## src/rtl/store_trace_tx.sv

```systemverilog
// Store-trace transmitter: queues CPU stores in a first-word fall-through FIFO and appends an end token.
// Optional STALL_ON_FULL_EN: a full FIFO stalls the CPU instead of dropping stores.
module store_trace_tx #(
  parameter int DEPTH = 8
) (
  input  logic        clk,
  input  logic        reset,
  input  logic [31:0] pc,
  input  logic [31:0] pc_finished,
  input  logic        memwrite,
  input  logic [31:0] aluout,
  input  logic [31:0] writedata,
  input  logic        retire,
  output logic        cpu_hold,
  output logic        tx_valid,
  input  logic        tx_ready,
  output logic [31:0] tx_addr,
  output logic [31:0] tx_data,
  output logic        tx_last,
  output logic        done,
  output logic        overflow,
  output logic [31:0] cycle_count,
  output logic [31:0] instr_count
);

  localparam int AW = $clog2(DEPTH);

  // state | meaning
  // RUN   | CPU running, stores are queued
  // DRAIN | program finished, emptying the FIFO
  // END   | end token presented on tx_*
  // DONE  | trace complete, held until reset
  typedef enum logic [1:0] {S_RUN, S_DRAIN, S_END, S_DONE} state_t;

  state_t state, state_nx;

  logic [63:0]   mem [DEPTH];
  logic [AW-1:0] wr_ptr, rd_ptr;
  logic [AW:0]   count;
  logic          finish, full, empty;
  logic          push_try, push, pop, lost;

  assign finish = (pc == pc_finished);
  assign full   = (count == (AW+1)'(DEPTH));
  assign empty  = (count == '0);

`ifdef STALL_ON_FULL_EN
  assign cpu_hold = (state != S_RUN) | finish | full;
`else
  assign cpu_hold = (state != S_RUN) | finish;
`endif

  assign push_try = (state == S_RUN) & memwrite & ~cpu_hold;
  assign pop      = tx_valid & tx_ready & ~tx_last;
  // A full FIFO still accepts a store when the head leaves in the same cycle.
  assign push     = push_try & (~full | pop);
`ifdef STALL_ON_FULL_EN
  assign lost     = 1'b0;
`else
  assign lost     = push_try & full & ~pop;
`endif

  assign done = (state == S_DONE);

  always_comb begin
    state_nx = state;
    tx_valid = 1'b0;
    tx_last  = 1'b0;
    tx_addr  = '0;
    tx_data  = '0;
    case (state)
      S_RUN: begin
        if (!empty) begin
          tx_valid = 1'b1;
          {tx_addr, tx_data} = mem[rd_ptr];
        end
        if (finish) state_nx = S_DRAIN;
      end
      S_DRAIN: begin
        if (!empty) begin
          tx_valid = 1'b1;
          {tx_addr, tx_data} = mem[rd_ptr];
        end else begin
          state_nx = S_END;
        end
      end
      S_END: begin
        tx_valid = 1'b1;
        tx_last  = 1'b1;
        tx_addr  = pc_finished;
        tx_data  = cycle_count;
        if (tx_ready) state_nx = S_DONE;
      end
      S_DONE:  state_nx = S_DONE;
      default: state_nx = S_RUN;
    endcase
  end

  always_ff @(posedge clk) begin
    if (reset && push) mem[wr_ptr] <= {aluout, writedata};
  end

  always_ff @(posedge clk) begin
    if (!reset) begin
      state       <= S_RUN;
      wr_ptr      <= '0;
      rd_ptr      <= '0;
      count       <= '0;
      cycle_count <= '0;
      instr_count <= '0;
      overflow    <= 1'b0;
    end else begin
      state <= state_nx;
      if (push) wr_ptr <= wr_ptr + 1'b1;
      if (pop)  rd_ptr <= rd_ptr + 1'b1;
      case ({push, pop})
        2'b10:   count <= count + 1'b1;
        2'b01:   count <= count - 1'b1;
        default: count <= count;
      endcase
      if (lost) overflow <= 1'b1;
      if (state == S_RUN && !finish) cycle_count <= cycle_count + 1'b1;
      if (state == S_RUN && retire && !cpu_hold) instr_count <= instr_count + 1'b1;
    end
  end

endmodule

```

## config.mk

```make
export PLATFORM = sky130hd
export DESIGN_NAME = store_trace_tx
export DESIGN_NICKNAME = d
export VERILOG_FILES = /design/src/rtl/store_trace_tx.sv
export SDC_FILE = /design/constraint.sdc
export NUM_CORES = 1
export LEC_CHECK = 0
export ABC_CLOCK_PERIOD_IN_PS = 11500
export BUFFER_PORTS_ARGS = -buffer_cell sky130_fd_sc_hd__buf_4
export CAP_MARGIN = 20
export CORE_MARGIN = 5
export CORE_UTILIZATION = 40
export CTS_CLUSTER_DIAMETER = 80
export CTS_CLUSTER_SIZE = 14
export DETAILED_ROUTE_END_ITERATION = 10
export GPL_TIMING_DRIVEN = 0
export MAX_ROUTING_LAYER = met4
export SYNTH_ARGS = -nofsm -noshare
export SYNTH_HDL_FRONTEND = slang
export SYNTH_SLANG_ARGS = --single-unit
```

## constraint.sdc

```tcl
create_clock -name clk -period 11.5 [get_ports clk]
set_input_delay 0.575 -clock clk [delete_from_list [all_inputs] [get_ports clk]]
set_output_delay 0.575 -clock clk [all_outputs]
set_load 0.01 [all_outputs]
```

==> results.sh <==
export IMPL_port_buffers=265
export IMPL_relSlewSlack=0.326
export IMPL_synth_edf_count=512
export IMPL_gp_congestion=0.883
export IMPL_cts_hold_buf=0
export IMPL_coreArea_um2=60100
export IMPL_nets=1944
export IMPL_drive_gt1_frac=0.316
export IMPL_grt_pass1_vias=14900
export IMPL_cts_setup_buffers=0
export IMPL_numCtsBuffers=48
export IMPL_fmax_ghz=0.252
export IMPL_setup_tns_ps=0
export IMPL_vias=14600
export IMPL_grt_max_degree=16
export IMPL_htreeDepth=2
export IMPL_path_class="reg2out"
export IMPL_hp_class="in2reg"
export IMPL_drc_errors=0
export IMPL_first_pass_iters=5
export IMPL_antenna_found_initial=8
export IMPL_track_usage=0.202
export IMPL_p_per_area_nw_per_um2=177
export IMPL_multi_input_area_um2=6790
export IMPL_outcome="completed"
export IMPL_synthArstFlopShare=0
export IMPL_synth_nets=1554
export IMPL_worst_pin_slew_ps=1010
export IMPL_dieArea_um2=65400
export IMPL_setup_viol=0
export IMPL_nFillCells=5109
export IMPL_hold_slack_ps=212
export IMPL_min_period_over_period=0.345
export IMPL_worstSkewPairLatency_ps=590
export IMPL_drtIter0Drc=1199
export IMPL_ys_ff_latch=592
export IMPL_final_cells=2612
export IMPL_rsz0062_at_grt="false"
export IMPL_num_rows=90
export IMPL_cts_root_buffer="clkbuf_16"
export IMPL_power_total_mw=5.17
export IMPL_die_width_um=256
export IMPL_grt_pass1_wl_um=97300
export IMPL_syn_cell_area_um2=24200
export IMPL_overflow=0
export IMPL_clock_sinks=592
export IMPL_start_util=0.402
export IMPL_synthCells=1414
export IMPL_cts_resized=0
export IMPL_cp_end_kind="output pin"
export IMPL_syn_to_final_growth_pct=21.3
export IMPL_skew_ps=12.1
export IMPL_ant_nets=0
export IMPL_die_h_um=256
export IMPL_slew_violations=0
export IMPL_place_hpwl_um=47900
export IMPL_clkTransAtPathRegs_ps=70
export IMPL_drv_cap=0
export IMPL_regArea_um2=17000
export IMPL_ys_seq_area_frac=0.703
export IMPL_final_util=0.487
export IMPL_ys_warn_count=0
export IMPL_setup_worst_path_start_class="flop"
export IMPL_placed_cells=2536
export IMPL_final_hold_violation_count=0
export IMPL_wl_um=65900
export IMPL_cp_max_fo=10
export IMPL_routed_via_density=5.57
export IMPL_clk_path_buf_depth=3
export IMPL_leakagePower_nw=9.58
export IMPL_period_needed_ps=3960
export IMPL_num_io_pins=266
export IMPL_max_vdd_ir_drop_uv=108
export IMPL_syn_avg_cell_area_um2=17.1
export IMPL_yosysUniqueCellTypes=57
export IMPL_ys_flop_type="edfxtp_1"
export IMPL_cts_tree="yes"
export IMPL_cp_data_required_time_ps=10930
export IMPL_wl_per_cell_um=25.2
export IMPL_worst_ep_arrival_time_ps=3390
[flip-flops by register name, indices dropped and copies added, names as in the netlist, named ones only]
register	flops
count	4
overflow	1
mem	512
cycle_count	32
rd_ptr	3
state	2
wr_ptr	3
instr_count	32
[critical path, stage by stage, from the launching register on]
cell,delay [ps]
dfxtp_1,330
clkbuf_1,520
clkbuf_1,790
mux4_2,420
mux2i_1,310
o21ai_0,220
buf_4,210
[where the power goes]
part / internal [mW] / switching [mW] / total [mW]
registers: 2.38 / 0.0234 / 2.41
clock network: 0.806 / 0.725 / 1.53
logic: 0.550 / 0.689 / 1.24
[layout by cell type (no fill, tap or decap), types with 4 or more instances in the layout]
| master | n |
|---|---|
| a21oi_1 | 44 |
| and2_1 | 8 |
| and3_1 | 8 |
| and4_1 | 4 |
| buf_1 | 4 |
| buf_2 | 21 |
| buf_4 | 291 |
| buf_6 | 48 |
| buf_8 | 7 |
| clkbuf_1 | 62 |
| clkbuf_16 | 48 |
| dfxtp_1 | 80 |
| diode_2 | 8 |
| edfxtp_1 | 512 |
| ha_1 | 6 |
| inv_1 | 18 |
| mux2i_1 | 74 |
| mux4_2 | 128 |
| nand2_1 | 105 |
| nand2b_1 | 17 |
| nand3_1 | 19 |
| nand4_1 | 15 |
| nor2_1 | 17 |
| nor3_1 | 8 |
| nor3_2 | 7 |
| nor4_1 | 13 |
| o21a_1 | 7 |
| o21ai_0 | 88 |
| o21ai_1 | 4 |
| o311ai_0 | 15 |
| o31ai_1 | 11 |
| o41ai_1 | 13 |
| or3_1 | 28 |
| or4_1 | 12 |
| xnor2_1 | 5 |
| xor2_1 | 35 |
[through the flow]
stage	cell area [um^2]	worst slack, ps
after floorplan	24200	3250
after global placement	27100	-4840
after detailed placement	27900	6880
after CTS	29300	7410
after global routing	29300	7330
final	29300	7540
[cell usage after synthesis (all sizes together) (28+ instances only)]
master | number | area share
edfxtp | 512 | 0.64
mux4 | 128 | 0.12
nand2 | 107 | 0.017
o21ai | 93 | 0.019
dfxtp | 80 | 0.066
mux2i | 74 | 0.031
clkbuf | 47 | 0.0073
a21oi | 44 | 0.0091
xor2 | 35 | 0.013
buf | 31 | 0.0077
or3 | 28 | 0.0073
[logic make-up (layout without fill, tap and decap cells)]
kind of cell | after synthesis | count (layout) | synth area share
AOI/OAI and AO/OA | 197 | 197 | 0.0503
other | 0 | 8 | 0
xor gates and xnor gates | 40 | 40 | 0.0145
DFF | 592 | 592 | 0.703
muxes | 202 | 202 | 0.150
buffers and inverters | 97 | 505 | 0.0180
adders and majority gates | 7 | 7 | 0.00394
and+or+nand+nor | 279 | 279 | 0.0607
[metal layers]
| layer | track usage | vias up | wire length, um |
|---|---|---|---|
| met5 | - | - | 0 |
| met4 | 0.0454 | 0 | 1270 |
| met3 | 0.0505 | 74 | 5260 |
| met2 | 0.306 | 555 | 30000 |
| met1 | 0.281 | 7469 | 29300 |
| li1 | - | 6453 | - |
[path summary, 6_finish.rpt]
kind	startpoint	end	slack [ps]	depth (start not counted)
hold / removal	writedata[4]	mem[5][4]$_DFFE_PP_	210	1
setup reg to reg	state[1]$_SDFFE_PN0P_	mem[6][39]$_DFFE_PP_	7990	8
setup / recovery	flop	tx_data[0]	7540	6
hold reg to reg	overflow$_SDFFE_PN0P_	overflow$_SDFFE_PN0P_	480	2
[layout make-up]
class | count | area share
Multi-Input combinational cell | 725 | 0.232
Buffer | 78 | 0.0124
Timing Repair Buffer | 340 | 0.0943
Inverter | 19 | 0.00243
Clock inverter | 4 | 0.00290
Tap cell | 782 | 0.0334
Antenna cell | 8 | 0.000683
Sequential cell | 592 | 0.579
Clock buffer | 64 | 0.0431
Power figures use the tool's default switching activity.
